## src/rtl/wide_reg_bank_pkg.sv

```systemverilog
// Shared constants and address helpers for the wide register bank.
package wide_reg_bank_pkg;

    localparam int unsigned WORD_W = 32;

    typedef logic [31:0] u32_t;

    typedef struct packed {
        u32_t idx;
        u32_t off;
    } split_t;

    function automatic int addr_width(int nregs, int words);
        return $clog2(nregs * words) + 2;
    endfunction

    function automatic split_t split_addr(u32_t waddr, int words);
        split_t s;
        s.idx = waddr / u32_t'(words);
        s.off = waddr % u32_t'(words);
        return s;
    endfunction

endpackage

```

## src/rtl/wide_reg_slice.sv

```systemverilog
// One wide register: write shadow, storage/pulse behaviour, read shadow, strobe.
// Shadow staging exists only with WIDE_REG_BANK_ATOMIC_EN defined.
module wide_reg_slice
    import wide_reg_bank_pkg::*;
#(
    parameter int WORDS = 2,
    parameter bit PULSE = 1'b0
) (
    input  logic                    clk,
    input  logic                    rst_n,
    input  logic                    wr_en_i,
    input  u32_t                    wr_off_i,
    input  logic [WORD_W-1:0]       wr_data_i,
    input  logic                    rd_en_i,
    input  u32_t                    rd_off_i,
    output logic [WORD_W-1:0]       rd_word_o,
    output logic [WORDS*WORD_W-1:0] val_o,
    output logic                    strobe_o
);

    typedef logic [WORDS-1:0][WORD_W-1:0] wide_t;

    wide_t val_q, val_d;
    logic  strobe_q, strobe_d;

`ifdef WIDE_REG_BANK_ATOMIC_EN
    wide_t wsh_q, wsh_d, rsh_q, rsh_d;

    always_comb begin
        wsh_d = wsh_q;
        for (int k = 0; k < WORDS; k++) begin
            if (wr_en_i && wr_off_i == u32_t'(k)) wsh_d[WORDS-1-k] = wr_data_i;
        end
        strobe_d = wr_en_i && (wr_off_i == u32_t'(WORDS-1));
        val_d    = PULSE ? '0 : val_q;
        if (strobe_d) val_d = wsh_d;
        rsh_d = rsh_q;
        if (rd_en_i && rd_off_i == '0 && !PULSE) rsh_d = val_q;
    end

    // Offset 0 reads live and snapshots; later offsets read the snapshot.
    always_comb begin
        rd_word_o = '0;
        for (int k = 0; k < WORDS; k++) begin
            if (rd_off_i == u32_t'(k)) rd_word_o = rsh_q[WORDS-1-k];
        end
        if (rd_off_i == '0) rd_word_o = val_q[WORDS-1];
        if (PULSE) rd_word_o = '0;
    end

    always_ff @(posedge clk) begin
        if (!rst_n) begin
            wsh_q <= '0;
            rsh_q <= '0;
        end else begin
            wsh_q <= wsh_d;
            rsh_q <= rsh_d;
        end
    end
`else
    logic rd_en_unused;
    assign rd_en_unused = rd_en_i;

    always_comb begin
        strobe_d = wr_en_i;
        val_d    = PULSE ? '0 : val_q;
        for (int k = 0; k < WORDS; k++) begin
            if (wr_en_i && wr_off_i == u32_t'(k)) val_d[WORDS-1-k] = wr_data_i;
        end
    end

    always_comb begin
        rd_word_o = '0;
        for (int k = 0; k < WORDS; k++) begin
            if (rd_off_i == u32_t'(k)) rd_word_o = val_q[WORDS-1-k];
        end
        if (PULSE) rd_word_o = '0;
    end
`endif

    always_ff @(posedge clk) begin
        if (!rst_n) begin
            val_q    <= '0;
            strobe_q <= 1'b0;
        end else begin
            val_q    <= val_d;
            strobe_q <= strobe_d;
        end
    end

    assign val_o    = val_q;
    assign strobe_o = strobe_q;

endmodule

```

## src/rtl/wide_reg_bank.sv

```systemverilog
// Bank of wide control registers on a single-strobe bus: pipeline, decode, read mux.
// Define WIDE_REG_BANK_ATOMIC_EN for shadowed atomic multi-word access.
module wide_reg_bank
    import wide_reg_bank_pkg::*;
#(
    parameter int               NREGS      = 4,
    parameter int               WORDS      = 2,
    parameter logic [NREGS-1:0] PULSE_MASK = '0,
    localparam int              AW         = addr_width(NREGS, WORDS)
) (
    input  logic                          clk,
    input  logic                          rst_n,
    input  logic [AW-1:2]                 vme_addr,
    input  logic [WORD_W-1:0]             vme_wr_data,
    input  logic                          vme_wr_mem,
    input  logic                          vme_rd_mem,
    output logic [WORD_W-1:0]             vme_rd_data,
    output logic                          vme_wr_done,
    output logic                          vme_rd_done,
    output logic [NREGS*WORDS*WORD_W-1:0] regs_o,
    output logic [NREGS-1:0]              wr_strobe_o
);

    logic                    wr_vld_q;
    logic [AW-1:2]           wr_addr_q;
    logic [WORD_W-1:0]       wr_data_q;
    logic                    wr_done_q;
    logic                    rd_done_q;
    logic [WORD_W-1:0]       rd_data_q, rd_data_d;

    split_t                        wsp, rsp;
    logic [NREGS-1:0]              wr_sel, rd_sel;
    logic [NREGS-1:0][WORD_W-1:0]  rd_words;
    logic [WORD_W-1:0]             rd_mux;

    // Unmatched (out-of-range) indices select nothing and read as zero.
    always_comb begin
        wsp    = split_addr(u32_t'(wr_addr_q), WORDS);
        rsp    = split_addr(u32_t'(vme_addr), WORDS);
        rd_mux = '0;
        for (int i = 0; i < NREGS; i++) begin
            wr_sel[i] = wr_vld_q && (wsp.idx == u32_t'(i));
            rd_sel[i] = vme_rd_mem && (rsp.idx == u32_t'(i));
            if (rsp.idx == u32_t'(i)) rd_mux = rd_words[i];
        end
        rd_data_d = vme_rd_mem ? rd_mux : rd_data_q;
    end

    always_ff @(posedge clk) begin
        if (!rst_n) begin
            wr_vld_q  <= 1'b0;
            wr_addr_q <= '0;
            wr_data_q <= '0;
            wr_done_q <= 1'b0;
            rd_done_q <= 1'b0;
            rd_data_q <= '0;
        end else begin
            wr_vld_q  <= vme_wr_mem;
            wr_addr_q <= vme_addr;
            wr_data_q <= vme_wr_data;
            wr_done_q <= wr_vld_q;
            rd_done_q <= vme_rd_mem;
            rd_data_q <= rd_data_d;
        end
    end

    for (genvar i = 0; i < NREGS; i++) begin : g_reg
        wide_reg_slice #(
            .WORDS (WORDS),
            .PULSE (PULSE_MASK[i])
        ) u_slice (
            .clk       (clk),
            .rst_n     (rst_n),
            .wr_en_i   (wr_sel[i]),
            .wr_off_i  (wsp.off),
            .wr_data_i (wr_data_q),
            .rd_en_i   (rd_sel[i]),
            .rd_off_i  (rsp.off),
            .rd_word_o (rd_words[i]),
            .val_o     (regs_o[i*WORDS*WORD_W +: WORDS*WORD_W]),
            .strobe_o  (wr_strobe_o[i])
        );
    end

    assign vme_wr_done = wr_done_q;
    assign vme_rd_done = rd_done_q;
    assign vme_rd_data = rd_data_q;

endmodule

```

## config.mk

```make
export PLATFORM = sky130hd
export DESIGN_NAME = wide_reg_bank
export DESIGN_NICKNAME = d
export VERILOG_FILES = /design/src/rtl/wide_reg_bank_pkg.sv /design/src/rtl/wide_reg_slice.sv /design/src/rtl/wide_reg_bank.sv
export SDC_FILE = /design/constraint.sdc
export NUM_CORES = 1
export LEC_CHECK = 0
export ABC_CLOCK_PERIOD_IN_PS = 1300
export CORE_AREA = 2 2 208 210
export CTS_CLUSTER_DIAMETER = 150
export DETAILED_ROUTE_END_ITERATION = 12
export DIE_AREA = 0 0 210 212
export SLEW_MARGIN = 40
export SYNTH_ARGS = -nofsm -noshare
export SYNTH_HDL_FRONTEND = slang
export SYNTH_SLANG_ARGS = --single-unit
```

## constraint.sdc

```tcl
create_clock -name clk -period 1.3 [get_ports clk]
set_input_delay 0.13 -clock clk [delete_from_list [all_inputs] [get_ports clk]]
set_output_delay 0.13 -clock clk [all_outputs]
set_load 0.01 [all_outputs]
```

Word-level counts from Yosys, hierarchy flattened --
Index checks and enable logic that the tools add are counted.
Operators by class: muxes and demuxes 12, reduce and logical (&&, ||, !) cells 16, eq/ne operators 6
Operator list (number):
- $mux W32 | 12
- $logic_not A32 Y1 | 4
- $logic_and A1 B1 Y1 | 12
- $eq A2 B2 Y1 const B | 4
- $eq A2 B1 Y1 const B | 2
Word-level totals: word-level logic and storage cells 52, register bits after elaboration 330, bits of input ports 39

Longest topological paths before layout --
depth in word-level cells 7, gate-level depth with buffers 7, mapped depth without buffers 4

Hierarchy --
A second synthesis with hierarchy kept.
Second synthesis, totals: cell total of the unflattened synthesis 1627, area total of the unflattened synthesis 15315.9 sq um
Modules (own cells, without submodules):
- wide_reg_slice | area each 3067.9 sq um, sequential area each 1301.2 sq um, times used 4, cells an instance 338
- wide_reg_bank | area each 3044.2 sq um, sequential area each 1401.3 sq um, times used 1, cells an instance 275

Least setup slack after synthesis --
OpenSTA, ideal clock, no wires.
path kind register to register, from register wr_vld_q, to register g_reg[3].u_slice.val_q (netlist bit g_reg[3].u_slice.val_o[45]), period minus slack after synthesis 1.275 ns, buffers on the path 1, cell stages (with the launch flop) 6, data arrival time 1.153 ns, data required time 1.178 ns, setup time 0.122 ns, setup slack 0.025 ns, cells stage by stage dfxtp_1 nor2b_1 nand3_1 clkbuf_1 nand2_1 a21boi_0
Between the ends: longest elaborated chain between the ends 2
Ends and longest elaborated chain:
- start: declaration | RTL line wide_reg_bank.sv:24 | logic wr_vld_q;
- start signal: assignment | RTL line wide_reg_bank.sv:58 | wr_vld_q <= vme_wr_mem;
- $logic_and A1 B1 Y1 | RTL line wide_reg_bank.sv:42 | wr_sel[i] = wr_vld_q && (wsp.idx == u32_t'(i));
- $logic_and A1 B1 Y1 | RTL line wide_reg_slice.sv:68 | if (wr_en_i && wr_off_i == u32_t'(k)) val_d[WORDS-1-k] = wr_data_i;
- end signal: assignment | RTL line wide_reg_slice.sv:86 | val_q <= val_d;
- end: declaration | RTL line wide_reg_slice.sv:23 | wide_t val_q, val_d;
No other way between the ends. A chain may end at the register's enable or synchronous reset.

Worst setup path in the final report --
from register wr_vld_q, to register g_reg[0].u_slice.val_q (netlist bit g_reg[0].u_slice.val_o[25])
Between the ends: longest elaborated chain between the ends 2
Ends and longest elaborated chain (RTL line):
- $logic_and A1 B1 Y1 | wide_reg_bank.sv:42
- $logic_and A1 B1 Y1 | wide_reg_slice.sv:68
- end signal: assignment | wide_reg_slice.sv:86
- end: declaration | wide_reg_slice.sv:23
No other way between the ends.

==> results.json <==
{
  "critPathMaxFanout": 8,
  "htreeDepth": 2,
  "holdWs_ns": 0.0349,
  "max_clock_freq_mhz": 721,
  "power_density_nw_per_um2": 1180,
  "maxCapViolCount": 0,
  "hp-start": "vme_rd_mem",
  "wl_um": 59400,
  "setup_violations": 95,
  "synth_area_leaders": "dfxtp_1, nand2_1, a21boi_0",
  "synth_seq_cells": 330,
  "hold_viol": 0,
  "dr.pass1.iters": 5,
  "die_area_um2": 44500,
  "synth_top_area_share_pct": 47.7,
  "outcome": "finished with violations",
  "ys_types": 34,
  "diodes": 0,
  "cts_root_buffer": "clkbuf_16",
  "synthCells": 1592,
  "die_y_um": 212,
  "timing.rr.start": "wr_vld_q",
  "worstHoldPathType": "input port to flip-flop",
  "grt-ovfl-total": 0,
  "drc": 0,
  "num_rows": 76,
  "numCtsBuffers": 38,
  "grt_pass1_vias": 12200,
  "die_x_um": 210,
  "drive_above_1_share_pct": 37.9,
  "irDropWorstVdd_mv": 0.882,
  "drt-initial-drc-count": 1104,
  "synth_edf_count": 0,
  "start_kind": "flip-flop",
  "place_congestion": 0.881,
  "syn_area_um2": 13900,
  "cts_sinks": 330,
  "cp-startpoint": "wr_vld_q",
  "initial_core_util_pct": 32.6,
  "path_clk_slew_ns": 0.06,
  "coreArea_um2": 42500,
  "tightest_slew_ns": 0.610,
  "relSlewSlack_pct": 59.3,
  "wl_per_cell_um": 23.5,
  "dp_hpwl_um": 40100,
  "power.leakage_uw": 0.00773,
  "yosysTopAreaCell": "dfxtp_1",
  "rsz0062_at_grt": "yes",
  "grt_start_max_net_pins": 67,
  "routed_via_density": 5.19,
  "fin_crit_ns": 1.39,
  "grtUsageTotal_pct": 24.4,
  "synth_fp_nets": 1631,
  "violations": "negative setup slack",
  "port_buffers": 332,
  "fin_crit_sh_pct": 107,
  "worstPathArrival_ns": 1.84,
  "via_count": 13100,
  "path_class": "flip-flop to flip-flop",
  "clk_latency_ns": 0.54,
  "ios": 333,
  "cp-end-kind": "flip-flop",
  "cts_tree": "yes",
  "cp.required_ns": 1.75,
  "clock_path_buffers": 3,
  "async_flop_share_pct": 0,
  "grt_pass1_wl_um": 81200,
  "ys.flop_type": "dfxtp_1",
  "antenna_left": 0,
  "syn2layout_area_growth_pct": 46.4,
  "antenna_found_initial": 0,
  "synth_warnings": 0,
  "fillers": 4024,
  "fin_ws_ns": -0.0869,
  "nets": 1991,
  "fin_skew_ns": 0.0136,
  "post-route-util_pct": 47.8,
  "drv_slew": 0,
  "synth.avg_cell_area_um2": 8.71,
  "yosysSeqAreaShare_pct": 47.7
}
[metrics by stage]
step	setup TNS (ns)	area [um2]	setup WS (ns)	instances	total power (uW)
2_1_floorplan	0	13900	0.0252	1592	11500
3_3_place_gp	-33.75	18300	-0.487	2430	12400
3_5_place_dp	-43.44	18300	-0.520	2430	12400
4_1_cts	-1.71	20100	-0.0857	2505	23900
5_1_grt	-10.81	20300	-0.138	2527	24600
6_report	-1.68	20300	-0.0869	2527	23900
[synthesized netlist by cell type (2+ instances only)]
| cell | instances |
|---|---|
| a21boi_0 | 146 |
| a21boi_1 | 110 |
| a21oi_1 | 31 |
| a221oi_1 | 5 |
| a221oi_2 | 8 |
| a22oi_1 | 13 |
| a31oi_1 | 19 |
| and2_1 | 37 |
| buf_2 | 61 |
| buf_4 | 28 |
| buf_6 | 6 |
| clkbuf_1 | 65 |
| dfxtp_1 | 330 |
| mux2_2 | 37 |
| mux2i_1 | 64 |
| nand2_1 | 537 |
| nand2b_1 | 3 |
| nand3_1 | 5 |
| nor2_1 | 8 |
| nor2_2 | 3 |
| nor2b_1 | 4 |
| nor3_2 | 2 |
| o21ai_0 | 19 |
| o221a_1 | 8 |
| o221a_2 | 5 |
| o221ai_1 | 13 |
| o22ai_1 | 18 |
[worst max-delay path, stage by stage (launching register included)]
cell       delay (ns)
dfxtp_4          0.41
nand2_4          0.11
nor3_4           0.21
buf_4            0.17
clkbuf_16        0.17
nand2_1          0.06
a21boi_0         0.18
[layout make-up]
cell class / instances / area, um2 / share of cell area [%]
repair buffers: 481 / 4660 / 23.0
clock buffers: 59 / 1210 / 5.98
clock inverters: 10 / 153 / 0.752
flip-flops and latches: 330 / 6890 / 33.9
multi-input cells: 1100 / 6690 / 33.0
inverters: 1 / 3.75 / 0.0185
well taps: 546 / 683 / 3.37
[path summary, 6_finish.rpt]
| kind | to | slack, ns | cells after the start |
|---|---|---|---|
| hold reg to reg | g_reg[0].u_slice.val_o[54] | 0.47 | 2 |
| setup / recovery | g_reg[0].u_slice.val_o[25] | -0.09 | 6 |
| setup reg to reg | g_reg[0].u_slice.val_o[25] | -0.09 | 6 |
| hold / removal | vme_rd_data[9] | 0.03 | 2 |
[cell families after synthesis]
group           synth area share, %
compound gates                 21.1
buf+inv                        6.02
flops                          47.7
mux                            7.79
simple gates                   17.4
[registers in the layout, summed over array words and instances (netlist names)]
register            count
g.u_slice.strobe_o      4
vme_rd_data            32
wr_data_q              32
g.u_slice.val_o       256
vme_rd_done             1
vme_wr_done             1
wr_addr_q               3
wr_vld_q                1
[where the power goes]
| part | total, uW | switching, uW | internal, uW |
|---|---|---|---|
| clock | 11600 | 4390 | 7210 |
| sequential | 10600 | 328 | 10300 |
| combinational | 1670 | 855 | 817 |
[layout by cell type, fill, tap and decap left out, types with 12 or more instances in the layout]
master | synthesis | final
a22oi_1 | 13 | 13
dfxtp_4 | 0 | 22
clkbuf_16 | 0 | 50
o221ai_1 | 13 | 13
a21boi_2 | 0 | 14
buf_4 | 28 | 99
buf_2 | 61 | 43
clkdlybuf4s15_2 | 0 | 139
buf_12 | 0 | 29
nand2_1 | 537 | 515
clkdlybuf4s50_1 | 0 | 33
a21oi_1 | 31 | 31
o21ai_0 | 19 | 19
and2_1 | 37 | 37
dfxtp_2 | 0 | 158
nand2_4 | 0 | 13
mux2_2 | 37 | 37
clkbuf_2 | 0 | 69
a31oi_1 | 19 | 19
dfxtp_1 | 330 | 150
clkdlybuf4s15_1 | 0 | 38
clkbuf_8 | 0 | 12
mux2i_1 | 64 | 64
a21boi_1 | 110 | 186
a21boi_0 | 146 | 56
o22ai_1 | 18 | 18
[routing by layer]
metal / up-vias / track usage, % / share of wire [%]
met5: - / 0 / 0
met4: 0 / 8.02 / 3.9
met3: 108 / 4.68 / 7.3
met2: 559 / 36.3 / 43
met1: 6392 / 35.5 / 45
li1: 6066 / - / -
[timing repair]
| item | CTS | global route |
|---|---|---|
| gates cloned | 2 | 13 |
| gates resized for setup | 972 | 280 |
| pin swaps | 2 | 27 |
| endpoints found under the setup margin | 550 | 387 |
| hold buffers | 1 | 0 |
| endpoints found under the hold margin | 7 | 0 |
| buffers inserted | 3 | 10 |
Power figures use the tool's default switching activity.
